File: src/rtl/spi_frame_sequencer_if.sv
// ---------------------------------------------------------------------------
// SpiFrameSequencerIf
// Purpose : groups the command, counter and SPI-side signals of the SPI frame
//           sequencer into one bundle so the controller and its surroundings
//           connect through a single port.
// Signals :
//   start      command layer -> sequencer, one-cycle frame request
//   nbits      command layer -> sequencer, bits per frame (0 = ignore request)
//   cuenta     external counter -> sequencer, current count value
//   cnt_en     sequencer -> external counter, count enable
//   cnt_clr    sequencer -> external counter, clear
//   cs_n       SPI chip select, active-low
//   sclk       SPI clock, mode 0
//   sample_en  pulse on each sclk rising edge
//   shift_en   pulse on each sclk falling edge
//   busy       frame in progress (start accepted until gap completes)
//   done       pulse when the hold phase completes
// Modports: slave = the sequencer itself, master = everything around it.
// ---------------------------------------------------------------------------
interface spi_frame_sequencer_if #(
    parameter int CNT_W = 12
);
    logic             start;
    logic [5:0]       nbits;
    logic [CNT_W-1:0] cuenta;
    logic             cnt_en;
    logic             cnt_clr;
    logic             cs_n;
    logic             sclk;
    logic             sample_en;
    logic             shift_en;
    logic             busy;
    logic             done;

    modport slave (
        input  start, nbits, cuenta,
        output cnt_en, cnt_clr, cs_n, sclk, sample_en, shift_en, busy, done
    );

    modport master (
        output start, nbits, cuenta,
        input  cnt_en, cnt_clr, cs_n, sclk, sample_en, shift_en, busy, done
    );
endinterface

File: src/rtl/spi_frame_sequencer.sv
// ---------------------------------------------------------------------------
// spi_frame_sequencer
// Purpose : sequences one SPI master frame (chip-select setup, nbits sclk
//           periods, hold, inter-frame gap). Every phase is timed by a shared
//           external up-counter that this block clears and enables, and whose
//           value it compares against the current phase limit.
// Ports   :
//   clk   clock
//   rst   asynchronous active-high reset
//   bus   spi_frame_sequencer_if.slave (start, nbits, cuenta in;
//         cnt_en, cnt_clr, cs_n, sclk, sample_en, shift_en, busy, done out)
// All outputs come straight from registers.
// ---------------------------------------------------------------------------
module spi_frame_sequencer #(
    parameter int CNT_W     = 12,
    parameter int SETUP_CYC = 4,
    parameter int HALF_PER  = 3,
    parameter int HOLD_CYC  = 4,
    parameter int GAP_CYC   = 8
) (
    input  logic                  clk,
    input  logic                  rst,
    spi_frame_sequencer_if.slave  bus
);

    typedef enum logic [2:0] {
        IDLE,
        SETUP,
        SHIFT,
        HOLD,
        GAP
    } state_t;

    localparam logic [CNT_W-1:0] SETUP_LIM = CNT_W'(SETUP_CYC - 1);
    localparam logic [CNT_W-1:0] HALF_LIM  = CNT_W'(HALF_PER - 1);
    localparam logic [CNT_W-1:0] HOLD_LIM  = CNT_W'(HOLD_CYC - 1);
    localparam logic [CNT_W-1:0] GAP_LIM   = CNT_W'(GAP_CYC - 1);

    state_t           r_state;
    logic [5:0]       r_nbits;
    logic [6:0]       r_edgeCnt;
    logic             r_cntEn;
    logic             r_cntClr;
    logic             r_csN;
    logic             r_sclk;
    logic             r_sampleEn;
    logic             r_shiftEn;
    logic             r_busy;
    logic             r_done;

    logic [CNT_W-1:0] w_limit;
    logic             w_phaseEnd;
    logic             w_lastToggle;

    // Terminal count of the phase currently running. The compare is >= so a
    // counter that somehow overshoots still ends the phase instead of waiting
    // for a wrap-around.
    always_comb begin
        w_limit = '0;
        case (r_state)
            SETUP:   w_limit = SETUP_LIM;
            SHIFT:   w_limit = HALF_LIM;
            HOLD:    w_limit = HOLD_LIM;
            GAP:     w_limit = GAP_LIM;
            default: w_limit = '0;
        endcase
    end

    assign w_phaseEnd   = r_cntEn && (bus.cuenta >= w_limit);
    assign w_lastToggle = (r_edgeCnt == ({r_nbits, 1'b0} - 7'd1));

    // Frame controller. Every phase opens with one clear cycle (cnt_clr high,
    // cnt_en low), then counts until the phase limit is reached. The edge
    // that ends a phase also raises cnt_clr again, which doubles as the clear
    // cycle of the following phase. In SHIFT each half-period end toggles
    // sclk and emits the matching sample/shift pulse; after 2*nbits toggles
    // the line is back low and the frame moves to HOLD.
    always_ff @(posedge clk or posedge rst) begin
        if (rst) begin
            r_state    <= IDLE;
            r_nbits    <= '0;
            r_edgeCnt  <= '0;
            r_cntEn    <= 1'b0;
            r_cntClr   <= 1'b1;
            r_csN      <= 1'b1;
            r_sclk     <= 1'b0;
            r_sampleEn <= 1'b0;
            r_shiftEn  <= 1'b0;
            r_busy     <= 1'b0;
            r_done     <= 1'b0;
        end else begin
            r_sampleEn <= 1'b0;
            r_shiftEn  <= 1'b0;
            r_done     <= 1'b0;
            case (r_state)
                IDLE: begin
                    r_cntClr <= 1'b1;
                    r_cntEn  <= 1'b0;
                    if (bus.start && (bus.nbits != 6'd0)) begin
                        r_nbits   <= bus.nbits;
                        r_edgeCnt <= '0;
                        r_csN     <= 1'b0;
                        r_busy    <= 1'b1;
                        r_state   <= SETUP;
                    end
                end
                default: begin
                    if (r_cntClr) begin
                        r_cntClr <= 1'b0;
                        r_cntEn  <= 1'b1;
                    end else if (w_phaseEnd) begin
                        r_cntClr <= 1'b1;
                        r_cntEn  <= 1'b0;
                        case (r_state)
                            SETUP: begin
                                r_state <= SHIFT;
                            end
                            SHIFT: begin
                                r_sclk    <= ~r_sclk;
                                r_edgeCnt <= r_edgeCnt + 7'd1;
                                if (!r_sclk) begin
                                    r_sampleEn <= 1'b1;
                                end else begin
                                    r_shiftEn <= 1'b1;
                                end
                                if (w_lastToggle) begin
                                    r_state <= HOLD;
                                end
                            end
                            HOLD: begin
                                r_csN   <= 1'b1;
                                r_done  <= 1'b1;
                                r_state <= GAP;
                            end
                            GAP: begin
                                r_busy  <= 1'b0;
                                r_state <= IDLE;
                            end
                            default: begin
                                r_state <= IDLE;
                            end
                        endcase
                    end
                end
            endcase
        end
    end

    assign bus.cnt_en    = r_cntEn;
    assign bus.cnt_clr   = r_cntClr;
    assign bus.cs_n      = r_csN;
    assign bus.sclk      = r_sclk;
    assign bus.sample_en = r_sampleEn;
    assign bus.shift_en  = r_shiftEn;
    assign bus.busy      = r_busy;
    assign bus.done      = r_done;

endmodule
File: src/flat_wrapper.sv
// flat-port wrapper written by rule: the top's interface ports become plain ports
module spi_frame_sequencer_flat 
#(
    parameter int CNT_W     = 12,
    parameter int SETUP_CYC = 4,
    parameter int HALF_PER  = 3,
    parameter int HOLD_CYC  = 4,
    parameter int GAP_CYC   = 8
)
  (clk, rst, bus_start, bus_nbits, bus_cuenta, bus_cnt_en, bus_cnt_clr, bus_cs_n, bus_sclk, bus_sample_en, bus_shift_en, bus_busy, bus_done);
  spi_frame_sequencer_if #(.CNT_W(CNT_W)) bus_i ();
  input  logic clk;
  input  logic rst;
  input wire logic [$bits(bus_i.start)-1:0] bus_start;
  input wire logic [$bits(bus_i.nbits)-1:0] bus_nbits;
  input wire logic [$bits(bus_i.cuenta)-1:0] bus_cuenta;
  output wire logic [$bits(bus_i.cnt_en)-1:0] bus_cnt_en;
  output wire logic [$bits(bus_i.cnt_clr)-1:0] bus_cnt_clr;
  output wire logic [$bits(bus_i.cs_n)-1:0] bus_cs_n;
  output wire logic [$bits(bus_i.sclk)-1:0] bus_sclk;
  output wire logic [$bits(bus_i.sample_en)-1:0] bus_sample_en;
  output wire logic [$bits(bus_i.shift_en)-1:0] bus_shift_en;
  output wire logic [$bits(bus_i.busy)-1:0] bus_busy;
  output wire logic [$bits(bus_i.done)-1:0] bus_done;
  assign bus_i.start = bus_start;
  assign bus_i.nbits = bus_nbits;
  assign bus_i.cuenta = bus_cuenta;
  assign bus_cnt_en = bus_i.cnt_en;
  assign bus_cnt_clr = bus_i.cnt_clr;
  assign bus_cs_n = bus_i.cs_n;
  assign bus_sclk = bus_i.sclk;
  assign bus_sample_en = bus_i.sample_en;
  assign bus_shift_en = bus_i.shift_en;
  assign bus_busy = bus_i.busy;
  assign bus_done = bus_i.done;
  spi_frame_sequencer #(.CNT_W(CNT_W), .SETUP_CYC(SETUP_CYC), .HALF_PER(HALF_PER), .HOLD_CYC(HOLD_CYC), .GAP_CYC(GAP_CYC)) u_core (.clk(clk), .rst(rst), .bus(bus_i));
endmodule
File: config.mk
export PLATFORM = sky130hd
export DESIGN_NAME = spi_frame_sequencer_flat
export DESIGN_NICKNAME = d
export VERILOG_FILES = /design/src/rtl/spi_frame_sequencer_if.sv /design/src/rtl/spi_frame_sequencer.sv /design/src/flat_wrapper.sv
export SDC_FILE = /design/constraint.sdc
export NUM_CORES = 1
export LEC_CHECK = 0
export ABC_AREA = 1
export CORE_MARGIN = 5
export CORE_UTILIZATION = 30
export DETAILED_ROUTE_END_ITERATION = 10
export GPL_TIMING_DRIVEN = 0
export PLACE_DENSITY = 0.47
export SETUP_SLACK_MARGIN = 0.3
export SYNTH_ARGS = -nofsm -noshare
export SYNTH_HDL_FRONTEND = slang
export SYNTH_SLANG_ARGS = --single-unit
File: constraint.sdc
create_clock -name clk -period 4.7 [get_ports clk]
set_clock_uncertainty 0.05 [all_clocks]
set_input_delay 0.94 -clock clk [delete_from_list [all_inputs] [get_ports clk]]
set_output_delay 0.94 -clock clk [all_outputs]
set_load 0.03 [all_outputs]
==> metrics.csv <==
stage,metric,value,unit
clocking,H-tree depth,1,
floorplanning,DIE AREA,6590,µm²
timing,final hold vios,0,
critical_path,worst flop-to-flop path startpoint,u_core.r_state[1],
drt,vias per cell,4.10,
logic_synthesis,Synth Warn #,0,
clocking,CTS buffer count,3,
timing,final hold slack,418,ps
global_routing,vias in the first global route,1101,
global_routing,initial antenna violation count,0,
finish,Ant. Diodes,0,
power,maximum VDD drop,0.209,mV
global_routing,first-pass GRT wire length,5.15,mm
finish,FILL cells,545,
clocking,CTS root buf,clkbuf_8,
critical_path,crit start category,input pin,
clocking,CTS tree,done,
logic_synthesis,Synth area leader,dfrtp_1,
finish,most frequent cells in the layout,"48 x nand2_1, 32 x nor2_1, 28 x clkdlybuf4s50_1",
drt,DR pass1 iterations,4,
placed_design,GPL Wtd Cong,0.732,
drt,DRC,0,
drt,via count,1217,
finish,layout net count,254,
drt,DRT iter0 DRCs,33,
run,max-cap violations,0,
floorplanning,num ports,29,
finish,share of layout cells above drive strength 1,14.1,%
global_routing,GR Overflow Total,0,
timing,Setup TNS,0,ps
placed_design,Detail Placement HPWL,2.41,mm
clocking,CTS resizes,0,
logic_synthesis,post-synth net total,221,
logic_synthesis,Netlist cell types,26,
finish,Layout area overhead,28.9,%
timing,Max transition margin,36.8,%
logic_synthesis,register area share after synthesis,39.7,%
timing,RSZ-0062 raised after global routing,no,
critical_path,Crit. End Element,flip-flop,
global_routing,GRT Total Usage,10.1,%
finish,"most common cell after layout, fill and taps aside",nand2_1,
power,PD cells,623,nW/µm²
placed_design,IO buf count,28,
critical_path,CP Max Fanout,7,
floorplanning,initial core utilization,30.3,%
drt,Routed Wire Length,2.93,mm
clocking,Post-CTS Hold Buffers,0,
critical_path,CP arrival,2620,ps
power,Flop pwr share,30.4,%
floorplanning,height of the die,81.2,µm
logic_synthesis,synthesized cell area,1520,µm²
logic_synthesis,syn_area_per_cell,7.80,µm²
hold_path,hold crit path type,reg -> reg,
critical_path,R2R Setup Slk,2420,ps
critical_path,CP required,4810,ps
run_status,status,"complete, no violations",
critical_path,CP startpoint,bus_cuenta[0],
floorplanning,Die W,81.2,µm
hold_path,min-delay src,u_core.bus.sclk,
power,Leak,0.962,nW
power,Pint,0.665,mW
floorplanning,core area,5010,µm²
clocking,postcts setup bufs,0,
timing,Slew Limit Fails,0,
floorplanning,Std-Cell Rows,26,
timing,fin crit period,2500,ps
logic_synthesis,flip-flop and latch count after synthesis,24,
timing,setup violators final,0,
clocking,clock buffer depth,2,
power,Tot Pwr,1.22,mW
power,Sw Share,45.6,%
drt,Routed Antenna Nets,0,
global_routing,largest net degree at the start of global routing,25,
clocking,Worst-path clk slew,90,ps
logic_synthesis,Synth top area share,36.2,%
timing,crit share post-route,53.2,%
logic_synthesis,Area contributors post-synth,"dfrtp_1 36%, nand2_1 12%, nor2_1 7.9%",
clocking,Num Clock Sinks,24,
timing,fmax,400,MHz
drt,WL/cell,9.87,µm
power,Clock power frac,15.1,%
power,Comb pwr share,54.5,%
clocking,Clock Latency Late Sink,270,ps
logic_synthesis,Post-Syn Instances,195,
timing,Worst-Margin Slew,947,ps
power,NetSw,0.556,mW
critical_path,Crit Path Category,in -> reg,
-- metal layers --
metal | wire, µm | up-vias | GRT usage [%]
met5 | 0 | - | 0
met4 | 33 | 0 | 3.55
met3 | 89 | 2 | 1.33
met2 | 1330 | 14 | 15.9
met1 | 1480 | 531 | 14.1
li1 | - | 670 | -
-- path summary, 6_finish.rpt --
path | end | cells after the start
max | u_core.r_edgeCnt[4] | 13
min | u_core.bus.sample_en | 1
max reg2reg | u_core.r_edgeCnt[4] | 15
min reg2reg | u_core.bus.sample_en | 1
max in group asynchronous | u_core.r_nbits[0] | 2
min in group asynchronous | u_core.r_edgeCnt[1] | 2
-- cell type report --
| type | instances | area (µm²) | share of cell area [%] |
|---|---|---|---|
| well taps | 70 | 87.6 | 4.47 |
| flip-flops and latches | 24 | 603 | 30.8 |
| inverters | 30 | 118 | 6.00 |
| clock inverters | 1 | 30.0 | 1.53 |
| repair buffers | 28 | 280 | 14.3 |
| plain buffers | 2 | 20.0 | 1.02 |
| multi-input cells | 139 | 779 | 39.8 |
| clock buffers | 3 | 41.3 | 2.11 |
-- flip-flops by register name (all words and copies together) (netlist names) --
register	flops
u_core.bus.cnt_en	1
u_core.bus.shift_en	1
u_core.bus.sample_en	1
u_core.r_nbits	6
u_core.r_state	3
u_core.bus.cs_n	1
u_core.bus.cnt_clr	1
u_core.r_edgeCnt	7
u_core.bus.done	1
u_core.bus.busy	1
u_core.bus.sclk	1
-- cell usage after synthesis (all sizes together) --
cell,number
o21ai,16
inv,30
a21oi,2
dfstp,2
nand3,12
xor2,6
ha,5
nand2,56
buf,2
nand4,4
nor2,36
dfrtp,22
o22ai,1
xnor2,1
-- power groups by stage --
stage               clock (mW)  combinational [mW]  sequential [mW]
global route             0.199               0.760            0.386
floorplan                    0               0.483            0.408
global placement             0               0.676            0.377
detailed placement           0               0.678            0.377
CTS                      0.190               0.681            0.373
finish                   0.184               0.665            0.372
-- worst max-delay path: stages --
cell             delay [ps]
clkdlybuf4s50_1         450
inv_1                    40
ha_1                    270
inv_1                    50
a21oi_1                  50
o21ai_0                 140
nand2_1                  80
nand3_2                 120
inv_1                    80
nand2_2                 170
nand2_8                 100
nand2_2                  70
o21ai_2                  40
-- through the flow --
stage	area, µm²	util [%]	worst slack, ps	cells
after global placement	1890	37.7	1900	293
after detailed placement	1890	37.7	1900	293
after CTS	1960	39.1	2180	297
final	1960	39.1	2200	297
after global routing	1960	39.1	2070	297
after floorplan	1520	-	2510	195
-- cell families after synthesis --
group           Yosys count  synth area share, %
xor+xnor                  7                 4.03
buf+inv                  32                 9.05
simple gates            108                 34.3
compound gates           19                 8.81
flops                    24                 39.7
fa+ha+maj                 5                 4.12
(Power assumes the default switching activity.)
